## src/rtl/sdram_port_arbiter_if.sv

```systemverilog
// Two-master SDRAM command port bundle: request/grant side plus SDRAM side.
// oGntCnt0/oGntCnt1 exist only when ARB_STATS_EN is defined.
interface sdram_port_arbiter_if #(
  parameter int ADDR_W = 23,
  parameter int DATA_W = 8
);
  logic              iReq0;
  logic              iReq1;
  logic              iWr0;
  logic              iWr1;
  logic [ADDR_W-1:0] iAddr0;
  logic [ADDR_W-1:0] iAddr1;
  logic [DATA_W-1:0] iWdata0;
  logic [DATA_W-1:0] iWdata1;
  logic              oGnt0;
  logic              oGnt1;
  logic              oRdValid0;
  logic              oRdValid1;
  logic [DATA_W-1:0] oRdData;
  logic              oSdramRd;
  logic              oSdramWr;
  logic [ADDR_W-1:0] oSdramAddr;
  logic [DATA_W-1:0] oSdramWdata;
  logic              iSdramWait;
  logic [DATA_W-1:0] iSdramRdData;
  logic              iSdramRdValid;
  logic              oErr;
`ifdef ARB_STATS_EN
  logic [15:0]       oGntCnt0;
  logic [15:0]       oGntCnt1;
`endif

  modport slave (
    input  iReq0, iReq1, iWr0, iWr1,
    input  iAddr0, iAddr1, iWdata0, iWdata1,
    input  iSdramWait, iSdramRdData, iSdramRdValid,
    output oGnt0, oGnt1, oRdValid0, oRdValid1, oRdData,
    output oSdramRd, oSdramWr, oSdramAddr, oSdramWdata,
    output oErr
`ifdef ARB_STATS_EN
    , output oGntCnt0, oGntCnt1
`endif
  );

  modport master (
    output iReq0, iReq1, iWr0, iWr1,
    output iAddr0, iAddr1, iWdata0, iWdata1,
    output iSdramWait, iSdramRdData, iSdramRdValid,
    input  oGnt0, oGnt1, oRdValid0, oRdValid1, oRdData,
    input  oSdramRd, oSdramWr, oSdramAddr, oSdramWdata,
    input  oErr
`ifdef ARB_STATS_EN
    , input oGntCnt0, oGntCnt1
`endif
  );
endinterface

```

## src/rtl/sdram_port_arbiter.sv

```systemverilog
// Two-master SDRAM command port arbiter with burst locking and read tag FIFO.
// ARB_STATS_EN adds saturating per-master grant counters.
module sdram_port_arbiter #(
  parameter int ADDR_W    = 23,
  parameter int DATA_W    = 8,
  parameter int MAX_BURST = 16,
  parameter int TAG_DEPTH = 4
) (
  input logic                 clk,
  input logic                 rst_n,
  sdram_port_arbiter_if.slave bus
);
  localparam int BW = $clog2(MAX_BURST + 1);
  localparam int PW = $clog2(TAG_DEPTH);
  localparam int CW = PW + 1;

  typedef enum logic [1:0] {IDLE, OWN0, OWN1} state_t;

  state_t state, stateNxt;
  logic [BW-1:0] burst, burstNxt, base;
  logic cmdRd, cmdWr;
  logic [ADDR_W-1:0] cmdAddr;
  logic [DATA_W-1:0] cmdWdata;
  logic [TAG_DEPTH-1:0] tagMem;
  logic [PW-1:0] wrPtr, rdPtr;
  logic [CW-1:0] tagCnt;
  logic rdV0, rdV1, err;
  logic [DATA_W-1:0] rdData;

  logic slotFree, tagFull, atMax;
  logic ok0, ok1, rdBlk0, rdBlk1, wOk0, wOk1;
  logic gnt0, gnt1, gnt, gWr, push, pop;
  logic [ADDR_W-1:0] gAddr;
  logic [DATA_W-1:0] gWdata;

  assign slotFree = !(cmdRd || cmdWr) || !bus.iSdramWait;
  assign tagFull  = tagCnt == CW'(TAG_DEPTH);
  assign atMax    = burst == BW'(MAX_BURST);
  assign ok0      = bus.iReq0 && slotFree && (bus.iWr0 || !tagFull);
  assign ok1      = bus.iReq1 && slotFree && (bus.iWr1 || !tagFull);
  assign rdBlk0   = bus.iReq0 && slotFree && !bus.iWr0 && tagFull;
  assign rdBlk1   = bus.iReq1 && slotFree && !bus.iWr1 && tagFull;
  assign wOk0     = bus.iReq0 && bus.iWr0 && slotFree;
  assign wOk1     = bus.iReq1 && bus.iWr1 && slotFree;

  // Ownership decided first; the new owner is granted in the same cycle.
  always_comb begin
    stateNxt = state;
    base     = burst;
    burstNxt = burst;
    gnt0     = 1'b0;
    gnt1     = 1'b0;
    unique case (state)
      IDLE: begin
        base = '0;
        if (bus.iReq0)      stateNxt = OWN0;
        else if (bus.iReq1) stateNxt = OWN1;
      end
      OWN0: begin
        if (bus.iReq1 && (!bus.iReq0 || atMax)) begin
          stateNxt = OWN1;
          base     = '0;
        end else if (!bus.iReq0) begin
          stateNxt = IDLE;
          base     = '0;
        end else if (atMax) begin
          base = '0;
        end
      end
      OWN1: begin
        if (bus.iReq0 && (!bus.iReq1 || atMax)) begin
          stateNxt = OWN0;
          base     = '0;
        end else if (!bus.iReq1) begin
          stateNxt = IDLE;
          base     = '0;
        end else if (atMax) begin
          base = '0;
        end
      end
      default: begin
        stateNxt = IDLE;
        base     = '0;
      end
    endcase
    burstNxt = base;
    unique case (stateNxt)
      OWN0: begin
        if (ok0) begin
          gnt0     = 1'b1;
          burstNxt = base + BW'(1);
        end else if (rdBlk0 && wOk1) begin
          gnt1 = 1'b1;
        end
      end
      OWN1: begin
        if (ok1) begin
          gnt1     = 1'b1;
          burstNxt = base + BW'(1);
        end else if (rdBlk1 && wOk0) begin
          gnt0 = 1'b1;
        end
      end
      default: ;
    endcase
  end

  assign gnt    = gnt0 || gnt1;
  assign gWr    = gnt1 ? bus.iWr1    : bus.iWr0;
  assign gAddr  = gnt1 ? bus.iAddr1  : bus.iAddr0;
  assign gWdata = gnt1 ? bus.iWdata1 : bus.iWdata0;
  assign push   = gnt && !gWr;
  assign pop    = bus.iSdramRdValid && (tagCnt != '0);

  always_ff @(posedge clk or negedge rst_n) begin
    if (!rst_n) begin
      state <= IDLE;
      burst <= '0;
    end else begin
      state <= stateNxt;
      burst <= burstNxt;
    end
  end

  always_ff @(posedge clk or negedge rst_n) begin
    if (!rst_n) begin
      cmdRd    <= 1'b0;
      cmdWr    <= 1'b0;
      cmdAddr  <= '0;
      cmdWdata <= '0;
    end else if (gnt) begin
      cmdRd    <= !gWr;
      cmdWr    <= gWr;
      cmdAddr  <= gAddr;
      cmdWdata <= gWdata;
    end else if (slotFree) begin
      cmdRd <= 1'b0;
      cmdWr <= 1'b0;
    end
  end

  always_ff @(posedge clk or negedge rst_n) begin
    if (!rst_n) begin
      tagMem <= '0;
      wrPtr  <= '0;
      rdPtr  <= '0;
      tagCnt <= '0;
      rdV0   <= 1'b0;
      rdV1   <= 1'b0;
      rdData <= '0;
      err    <= 1'b0;
    end else begin
      if (push) begin
        tagMem[wrPtr] <= gnt1;
        wrPtr         <= wrPtr + PW'(1);
      end
      if (pop) begin
        rdPtr  <= rdPtr + PW'(1);
        rdData <= bus.iSdramRdData;
      end
      unique case ({push, pop})
        2'b10:   tagCnt <= tagCnt + CW'(1);
        2'b01:   tagCnt <= tagCnt - CW'(1);
        default: ;
      endcase
      rdV0 <= pop && !tagMem[rdPtr];
      rdV1 <= pop && tagMem[rdPtr];
      err  <= err || (bus.iSdramRdValid && tagCnt == '0);
    end
  end

`ifdef ARB_STATS_EN
  logic [15:0] cnt0, cnt1;

  always_ff @(posedge clk or negedge rst_n) begin
    if (!rst_n) begin
      cnt0 <= '0;
      cnt1 <= '0;
    end else begin
      if (gnt0 && cnt0 != 16'hFFFF) cnt0 <= cnt0 + 16'd1;
      if (gnt1 && cnt1 != 16'hFFFF) cnt1 <= cnt1 + 16'd1;
    end
  end

  assign bus.oGntCnt0 = cnt0;
  assign bus.oGntCnt1 = cnt1;
`endif

  assign bus.oGnt0       = gnt0;
  assign bus.oGnt1       = gnt1;
  assign bus.oSdramRd    = cmdRd;
  assign bus.oSdramWr    = cmdWr;
  assign bus.oSdramAddr  = cmdAddr;
  assign bus.oSdramWdata = cmdWdata;
  assign bus.oRdValid0   = rdV0;
  assign bus.oRdValid1   = rdV1;
  assign bus.oRdData     = rdData;
  assign bus.oErr        = err;
endmodule

```

## src/flat_wrapper.sv

```systemverilog
// flat-port wrapper written by rule: the top's interface ports become plain ports
module sdram_port_arbiter_flat 
#(
  parameter int ADDR_W    = 23,
  parameter int DATA_W    = 8,
  parameter int MAX_BURST = 16,
  parameter int TAG_DEPTH = 4
)
  (clk, rst_n, bus_iReq0, bus_iReq1, bus_iWr0, bus_iWr1, bus_iAddr0, bus_iAddr1, bus_iWdata0, bus_iWdata1, bus_iSdramWait, bus_iSdramRdData, bus_iSdramRdValid, bus_oGnt0, bus_oGnt1, bus_oRdValid0, bus_oRdValid1, bus_oRdData, bus_oSdramRd, bus_oSdramWr, bus_oSdramAddr, bus_oSdramWdata, bus_oErr);
  sdram_port_arbiter_if #(.ADDR_W(ADDR_W), .DATA_W(DATA_W)) bus_i ();
  input logic clk;
  input logic rst_n;
  input wire logic [$bits(bus_i.iReq0)-1:0] bus_iReq0;
  input wire logic [$bits(bus_i.iReq1)-1:0] bus_iReq1;
  input wire logic [$bits(bus_i.iWr0)-1:0] bus_iWr0;
  input wire logic [$bits(bus_i.iWr1)-1:0] bus_iWr1;
  input wire logic [$bits(bus_i.iAddr0)-1:0] bus_iAddr0;
  input wire logic [$bits(bus_i.iAddr1)-1:0] bus_iAddr1;
  input wire logic [$bits(bus_i.iWdata0)-1:0] bus_iWdata0;
  input wire logic [$bits(bus_i.iWdata1)-1:0] bus_iWdata1;
  input wire logic [$bits(bus_i.iSdramWait)-1:0] bus_iSdramWait;
  input wire logic [$bits(bus_i.iSdramRdData)-1:0] bus_iSdramRdData;
  input wire logic [$bits(bus_i.iSdramRdValid)-1:0] bus_iSdramRdValid;
  output wire logic [$bits(bus_i.oGnt0)-1:0] bus_oGnt0;
  output wire logic [$bits(bus_i.oGnt1)-1:0] bus_oGnt1;
  output wire logic [$bits(bus_i.oRdValid0)-1:0] bus_oRdValid0;
  output wire logic [$bits(bus_i.oRdValid1)-1:0] bus_oRdValid1;
  output wire logic [$bits(bus_i.oRdData)-1:0] bus_oRdData;
  output wire logic [$bits(bus_i.oSdramRd)-1:0] bus_oSdramRd;
  output wire logic [$bits(bus_i.oSdramWr)-1:0] bus_oSdramWr;
  output wire logic [$bits(bus_i.oSdramAddr)-1:0] bus_oSdramAddr;
  output wire logic [$bits(bus_i.oSdramWdata)-1:0] bus_oSdramWdata;
  output wire logic [$bits(bus_i.oErr)-1:0] bus_oErr;
  assign bus_i.iReq0 = bus_iReq0;
  assign bus_i.iReq1 = bus_iReq1;
  assign bus_i.iWr0 = bus_iWr0;
  assign bus_i.iWr1 = bus_iWr1;
  assign bus_i.iAddr0 = bus_iAddr0;
  assign bus_i.iAddr1 = bus_iAddr1;
  assign bus_i.iWdata0 = bus_iWdata0;
  assign bus_i.iWdata1 = bus_iWdata1;
  assign bus_i.iSdramWait = bus_iSdramWait;
  assign bus_i.iSdramRdData = bus_iSdramRdData;
  assign bus_i.iSdramRdValid = bus_iSdramRdValid;
  assign bus_oGnt0 = bus_i.oGnt0;
  assign bus_oGnt1 = bus_i.oGnt1;
  assign bus_oRdValid0 = bus_i.oRdValid0;
  assign bus_oRdValid1 = bus_i.oRdValid1;
  assign bus_oRdData = bus_i.oRdData;
  assign bus_oSdramRd = bus_i.oSdramRd;
  assign bus_oSdramWr = bus_i.oSdramWr;
  assign bus_oSdramAddr = bus_i.oSdramAddr;
  assign bus_oSdramWdata = bus_i.oSdramWdata;
  assign bus_oErr = bus_i.oErr;
  sdram_port_arbiter #(.ADDR_W(ADDR_W), .DATA_W(DATA_W), .MAX_BURST(MAX_BURST), .TAG_DEPTH(TAG_DEPTH)) u_core (.clk(clk), .rst_n(rst_n), .bus(bus_i));
endmodule
```

## config.mk

```make
export PLATFORM = sky130hd
export DESIGN_NAME = sdram_port_arbiter_flat
export DESIGN_NICKNAME = d
export VERILOG_FILES = /design/src/rtl/sdram_port_arbiter_if.sv /design/src/rtl/sdram_port_arbiter.sv /design/src/flat_wrapper.sv
export SDC_FILE = /design/constraint.sdc
export NUM_CORES = 1
export LEC_CHECK = 0
export ABC_AREA = 1
export CAP_MARGIN = 0
export CORE_MARGIN = 2
export CORE_UTILIZATION = 44
export DETAILED_ROUTE_END_ITERATION = 8
export GPL_TIMING_DRIVEN = 0
export MAX_ROUTING_LAYER = met4
export PLACE_DENSITY_LB_ADDON = 0.05
export RECOVER_POWER = 50
export SETUP_SLACK_MARGIN = 0.3
export SYNTH_ARGS = -nofsm -noshare
export SYNTH_HDL_FRONTEND = slang
export SYNTH_SLANG_ARGS = --single-unit
```

## constraint.sdc

```tcl
create_clock -name clk -period 3.5 [get_ports clk]
set_clock_uncertainty 0.2 [all_clocks]
set_input_delay 0.875 -clock clk [delete_from_list [all_inputs] [get_ports clk]]
set_output_delay 0.875 -clock clk [all_outputs]
set_load 0.01 [all_outputs]
```

# Yosys cells after proc, flatten, opt, wreduce, memory -nomap -nowiden
# Index checks and enable logic that the tools add are counted.
# totals
reg_bits	62
out_inout_bits	46
elab_cells	110
# classes
add_sub_neg	5
order_cmp	3
eq_ne	8
muxes	36
reduce_logical	44
# ops
cell	count
$mux W5	7
$mux W23	1
$logic_and A1 B1 Y1	22
$pmux W5 S2	2
$mux W1	12
$mux W2	6
$logic_not A1 Y1	9
$logic_or A1 B1 Y1	8
$mux W8	1
$eq A2 B1 Y1 const B	3
$eq A2 B2 Y1 const B	3
$lt A2 B3 Y1 const B	2
$pmux W2 S3	1
$pmux W3 S2	1
$add A5 B1 Y5 const B	1
$eq A5 B5 Y1 const B	1
$add A2 B1 Y2 const B	2
$bwmux W4	1
$pmux W1 S2	2
$reduce_bool A2 Y1	2
$add A3 B1 Y3 const B	1
$eq A3 B3 Y1 const B	1
$logic_not A3 Y1	1
$reduce_bool A3 Y1	1
5 further kinds	5

# Logic depth before layout (Yosys ltp)
# logic_depth
depth_word	15
ltp_mapped	23

# Worst setup path before layout
# No wires, ideal clock.
# synth_timing
path_type	input -> register
startpoint	input bus_iReq0
endpoint	register u_core.tagCnt[2]
setup_ns	0.131
arrival_time_ns	3.335
required_ns	3.169
path_slack_ns	-0.166
cell_stages	21
cell_sequence	buf_4 > inv_1 > o21a_1 > nor2_1 > nand2_1 > nand3_1 > nand2_1 > inv_1 > ha_1 > nand2_1 > nor2_1 > nand2_1 > nand2_2 > nand3_1 > nand2_1 > ha_1 > inv_1 > fa_1 > a21oi_1 > o21ai_0 > xor2_1
# synth_via
elab_chain_len	12
word_cells_on_any_way	34
classes_between	eq/ne: 4; mux: 14; reduce/logical: 16
# synth_rtl
element	line	source
from (decl)	flat_wrapper.sv:13	input wire logic [$bits(bus_i.iReq0)-1:0] bus_iReq0;
$logic_not A1 Y1	sdram_port_arbiter.sv:60	if (bus.iReq1 && (!bus.iReq0 || atMax)) begin
$logic_or A1 B1 Y1	sdram_port_arbiter.sv:60	
$logic_and A1 B1 Y1	sdram_port_arbiter.sv:60	
$mux W2	sdram_port_arbiter.sv:60	
$pmux W2 S3 (*)	sdram_port_arbiter.sv:53	unique case (state)
named net u_core.stateNxt[0]	sdram_port_arbiter.sv:19	state_t state, stateNxt;
$eq A2 B2 Y1 / $eq A2 B1 Y1 (equally long branches)	sdram_port_arbiter.sv:87	unique case (stateNxt)
$pmux W1 S2	sdram_port_arbiter.sv:87	
$mux W1	sdram_port_arbiter.sv:109	assign gWr = gnt1 ? bus.iWr1 : bus.iWr0;
$logic_not A1 Y1	sdram_port_arbiter.sv:112	assign push = gnt && !gWr;
$logic_and A1 B1 Y1 (*)	sdram_port_arbiter.sv:112	
$eq A2 B1 Y1 / $eq A2 B2 Y1 (equally long branches)	sdram_port_arbiter.sv:161	unique case ({push, pop})
$pmux W3 S2 / $reduce_bool A2 Y1 (equally long branches)	-	
to (signal assigned)	sdram_port_arbiter.sv:162	2'b10: tagCnt <= tagCnt + CW'(1);
to (signal assigned)	sdram_port_arbiter.sv:163	2'b01: tagCnt <= tagCnt - CW'(1);
to (decl)	sdram_port_arbiter.sv:26	logic [CW-1:0] tagCnt;
# Mark *: on every way through the listed nets, which the timed path passes. The rest lies on a longest branch.
# A chain may end at the register's enable or synchronous reset.

# Worst setup path in the final report
# layout_timing
startpoint	input bus_iReq1
endpoint	output bus_oGnt1
# layout_via
elab_chain_len	7
word_cells_on_any_way	21
classes_between	eq/ne: 2; mux: 10; reduce/logical: 9
# layout_rtl
element	line	source
from (decl)	flat_wrapper.sv:14	input wire logic [$bits(bus_i.iReq1)-1:0] bus_iReq1;
$logic_not A1 Y1	sdram_port_arbiter.sv:71	if (bus.iReq0 && (!bus.iReq1 || atMax)) begin
$logic_or A1 B1 Y1	sdram_port_arbiter.sv:71	
$logic_and A1 B1 Y1	sdram_port_arbiter.sv:71	
$mux W2	sdram_port_arbiter.sv:71	
$pmux W2 S3 (*)	sdram_port_arbiter.sv:53	
named net u_core.stateNxt[0]	sdram_port_arbiter.sv:19	
$eq A2 B2 Y1 / $eq A2 B1 Y1 (equally long branches)	sdram_port_arbiter.sv:87	
$pmux W1 S2 (*)	sdram_port_arbiter.sv:87	
to (decl)	flat_wrapper.sv:25	output wire logic [$bits(bus_i.oGnt1)-1:0] bus_oGnt1;
# Marks and branches as above.

==> run_results.csv <==
group,metric,value,unit
logic_synthesis,muxShareOfSynthArea,0,%
critical_path,slowest_stage,"ha_4",
clock_network,cts_hold_buf,0,
logic_synthesis,synthSimpleGateAreaFrac,25.44,%
detailed_routing,drt_iter0_drc,154,
critical_path,crit_path_cell_trace,"buf_6 -> buf_6 -> o21ai_2 -> nand2_1 -> o21ai_1 -> nand2_1 -> nand3_2 -> nand2_2 -> inv_2 -> ha_4 -> nand2_2 -> nor2_2 -> nand2_1 -> nand2_2 -> nand2_4 -> inv_8 -> buf_8 -> buf_6",
outcome,outcome,"finished with violations",
critical_path,reg2reg_depth,25,
critical_path,r2r_slack,0.17,ns
clock_network,cts_sinks,62,
global_route,grt_overflow,0,
clock_network,clock_latency,0.34,ns
detailed_routing,drt_wl_total,9613,um
detailed_routing,viasPerCell,5.100,
floorplanning,die_w,90.09,um
global_route,grt_max_degree,63,
critical_path,endpoint,"bus_oGnt1",
power,power.density,806.2,mW/mm2
floorplanning,ios,124,
timing,final.min_clock_period,3.435,ns
min_path,hold_class,"reg2reg",
clock_network,cts_buffer_depth,2,
placement,dp_hpwl,6607,um
placement,portBuffers,122,
logic_synthesis,syn_avg_cell_area,8.031,um2
timing,hold_viol,0,
critical_path,crit_required,2.42,ns
logic_synthesis,synth.net_count,497,
final_layout,diodes,0,
global_route,grt_usage,23.94,%
final_layout,drive_gt1_share,18.13,%
clock_network,cts_tree,"built",
floorplanning,core,0.007214,mm2
critical_path,slowest_delay,0.15,ns
outcome,failed_checks,"capacitance limit, slew limit",
global_route,grt_pass1_wl,15260,um
logic_synthesis,synth_fa_ha_area_share,5.219,%
logic_synthesis,syn_inst,406,
global_route,grt_pass1_vias,3138,
critical_path,critPathLaunchType,"input pin",
detailed_routing,drtPass1Iterations,4,
flow_run,drv_cap,1,
floorplanning,rows,31,
logic_synthesis,ys_ff_latch,62,
logic_synthesis,yosysWarnings,0,
detailed_routing,drc,0,
floorplanning,initial_core_util,45.20,%
clock_network,cts_root_buffer,"clkbuf_8",
power,leakage,2.340,nW
critical_path,worstSetupStartpoint,"bus_iReq1",
final_layout,nNetsFinal,654,
critical_path,reg2reg_to,"u_core.tagCnt[2]$_DFFE_PN0P_",
critical_path,cp-end-kind,"output port",
power,ir_drop,415.3,uV
logic_synthesis,synth_compound_area_share,14.01,%
detailed_routing,ant_nets,0,
placement,placed_area,0.004706,mm2
critical_path,critPathArrivalTime,2.36,ns
floorplanning,chipHeight,90.09,um
timing,worst_pin_slew,1.561,ns
timing,slew_viol_final,63,
timing,worst_slack,0.06451,ns
critical_path,r2r_start,"u_core.burst[2]$_DFF_PN0_",
critical_path,crit_path_max_fanout,5,
clock_network,htree_num_levels,3,
critical_path,worstSetupPathType,"in2out",
detailed_routing,wl_per_cell,14.41,um
timing,slew_headroom,-4.073,%
clock_network,cts_buffers,9,
timing,holdWs,0.2754,ns
final_layout,areaGrowthSynthToFinish,59.82,%
global_route,antenna_found_initial,0,
logic_synthesis,ys_seq_area_share,47.58,%
placement,place.gp.congestion,0.8957,
timing,final.period_utilization,98.16,%
placement,dp_slack,-1.040,ns
final_layout,stdcell_area,0.005211,mm2
timing,max_freq,291.1,MHz
logic_synthesis,yosysUniqueCellTypes,30,
timing,setup-violations-final,0,
clock_network,clkTransAtPathRegs,0.07,ns
logic_synthesis,synth.cell_area,0.003261,mm2
floorplanning,die-area,0.008115,mm2
final_layout,fin_util,72.23,%
logic_synthesis,synth_xor_area_share,0.8058,%
logic_synthesis,synth_top_family_by_area,"simple AND/OR/NAND/NOR gates",
detailed_routing,dr_total_vias,3402,
timing,grt_setup_unrepaired,"true",
worst max-delay path, delay by kind of cell:
kind	cells	cell delay (ns)
AO/OA/AOI/OAI	2	0.13
AND/OR/NAND/NOR	9	0.67
adder cells (fa/ha/maj)	1	0.15
buffers and inverters	6	0.54
synthesized netlist by cell type (all sizes together):
| cell type | number | area share [%] |
|---|---|---|
| a21oi | 45 | 6.9 |
| a22o | 1 | 0.27 |
| a31o | 1 | 0.27 |
| a32oi | 1 | 0.27 |
| buf | 10 | 2.5 |
| clkbuf | 5 | 0.73 |
| clkinv | 1 | 0.12 |
| dfrtp | 62 | 48 |
| fa | 1 | 0.61 |
| ha | 12 | 4.6 |
| inv | 30 | 3.6 |
| nand2 | 113 | 14 |
| nand3 | 33 | 5.7 |
| nand4 | 1 | 0.19 |
| nor2 | 47 | 5.9 |
| o21a | 1 | 0.23 |
| o21ai | 38 | 5.8 |
| o21bai | 1 | 0.23 |
| xnor2 | 1 | 0.27 |
| xor2 | 2 | 0.54 |
worst min path at each step:
stage / startpoint / end / slack (ns) / cells after the start
3_5_place_dp: u_core.tagMem[2]$_DFFE_PN0P_ / u_core.tagMem[2]$_DFFE_PN0P_ / 0.26 / 2
4_1_cts: u_core.rdPtr[1]$_DFFE_PN0P_ / u_core.rdPtr[1]$_DFFE_PN0P_ / 0.28 / 1
5_1_grt: u_core.bus.oRdData[6]$_DFFE_PN0P_ / u_core.bus.oRdData[6]$_DFFE_PN0P_ / 0.31 / 2
3_3_place_gp: u_core.rdPtr[1]$_DFFE_PN0P_ / u_core.rdPtr[1]$_DFFE_PN0P_ / 0.26 / 1
2_1_floorplan: u_core.rdPtr[1]$_DFFE_PN0P_ / u_core.rdPtr[1]$_DFFE_PN0P_ / 0.24 / 1
6_report: u_core.tagMem[2]$_DFFE_PN0P_ / u_core.tagMem[2]$_DFFE_PN0P_ / 0.28 / 2
cell families (layout without fill, tap and decap cells):
logic type      count (synthesis)  count (layout)
fa+ha+maj                      13              13
flops                          62              62
compound gates                 88              88
xor+xnor                        3               3
simple gates                  194             194
buf+inv                        46             208
final cells by class:
class | instances | area (um2)
fill | 559 | 2003
multi-input combinational | 298 | 1634
sequential | 62 | 1554
timing repair buffer | 146 | 1408
clock buffer | 11 | 141.4
buffer | 15 | 135.1
inverter | 31 | 133.9
tap | 99 | 123.9
clock inverter | 5 | 81.33
registers in the layout, indices dropped and copies added, names as in the netlist, 2 cells and up:
name,count
u_core.tagMem,4
u_core.tagCnt,3
u_core.bus.oSdramAddr,23
u_core.burst,5
u_core.bus.oRdData,8
u_core.wrPtr,2
u_core.state,2
u_core.rdPtr,2
u_core.bus.oSdramWdata,8
routing by layer:
layer / vias up / part of all wire (%) / GRT usage [%]
met3: 25 / 5.3 / 4.191
met4: 0 / 2.6 / 10.00
met1: 1611 / 46 / 33.26
li1: 1633 / - / -
met2: 133 / 46 / 34.84
met5: - / 0 / -
through the flow:
| step | setup TNS (ns) | instances | power (W) |
|---|---|---|---|
| 3_5_place_dp | -3.145 | 627 | 0.003291 |
| 6_report | 0 | 667 | 0.004201 |
| 5_1_grt | -0.06669 | 667 | 0.004483 |
| 3_3_place_gp | -50.80 | 627 | 0.003226 |
| 4_1_cts | 0 | 657 | 0.004111 |
| 2_1_floorplan | 0 | 406 | 0.002404 |
placed cells by master, fill, tap and decap left out, types with 3 or more instances in the layout:
cell type	count
clkdlybuf4s50_1	110
o21ai_0	31
buf_6	6
dlygate4sd3_1	8
buf_4	26
nand3_2	7
a21oi_2	3
inv_2	6
nand2_1	102
dfrtp_1	60
buf_8	3
nand3_1	25
nand2_2	6
clkbuf_2	4
nand2_4	4
ha_4	5
a21oi_1	42
clkbuf_8	10
ha_1	7
o21ai_1	6
nor2_1	43
inv_1	20
power breakdown:
part	leakage (nW)	internal (W)	switching, W	total, W
logic	1.49	0.00108	0.00115	0.00223
registers	0.745	0.00105	0.000201	0.00125
clock network	0.110	0.000422	0.000298	0.000720
total	2.34	0.00255	0.00165	0.00420
what timing repair did:
action / in CTS / in global routing
buffers inserted: 14 / 10
pin swaps: 16 / 12
endpoints found under the setup margin: 5 / 4
gates resized for setup: 30 / 14
Note: power is estimated with default switching activity, not from simulation.
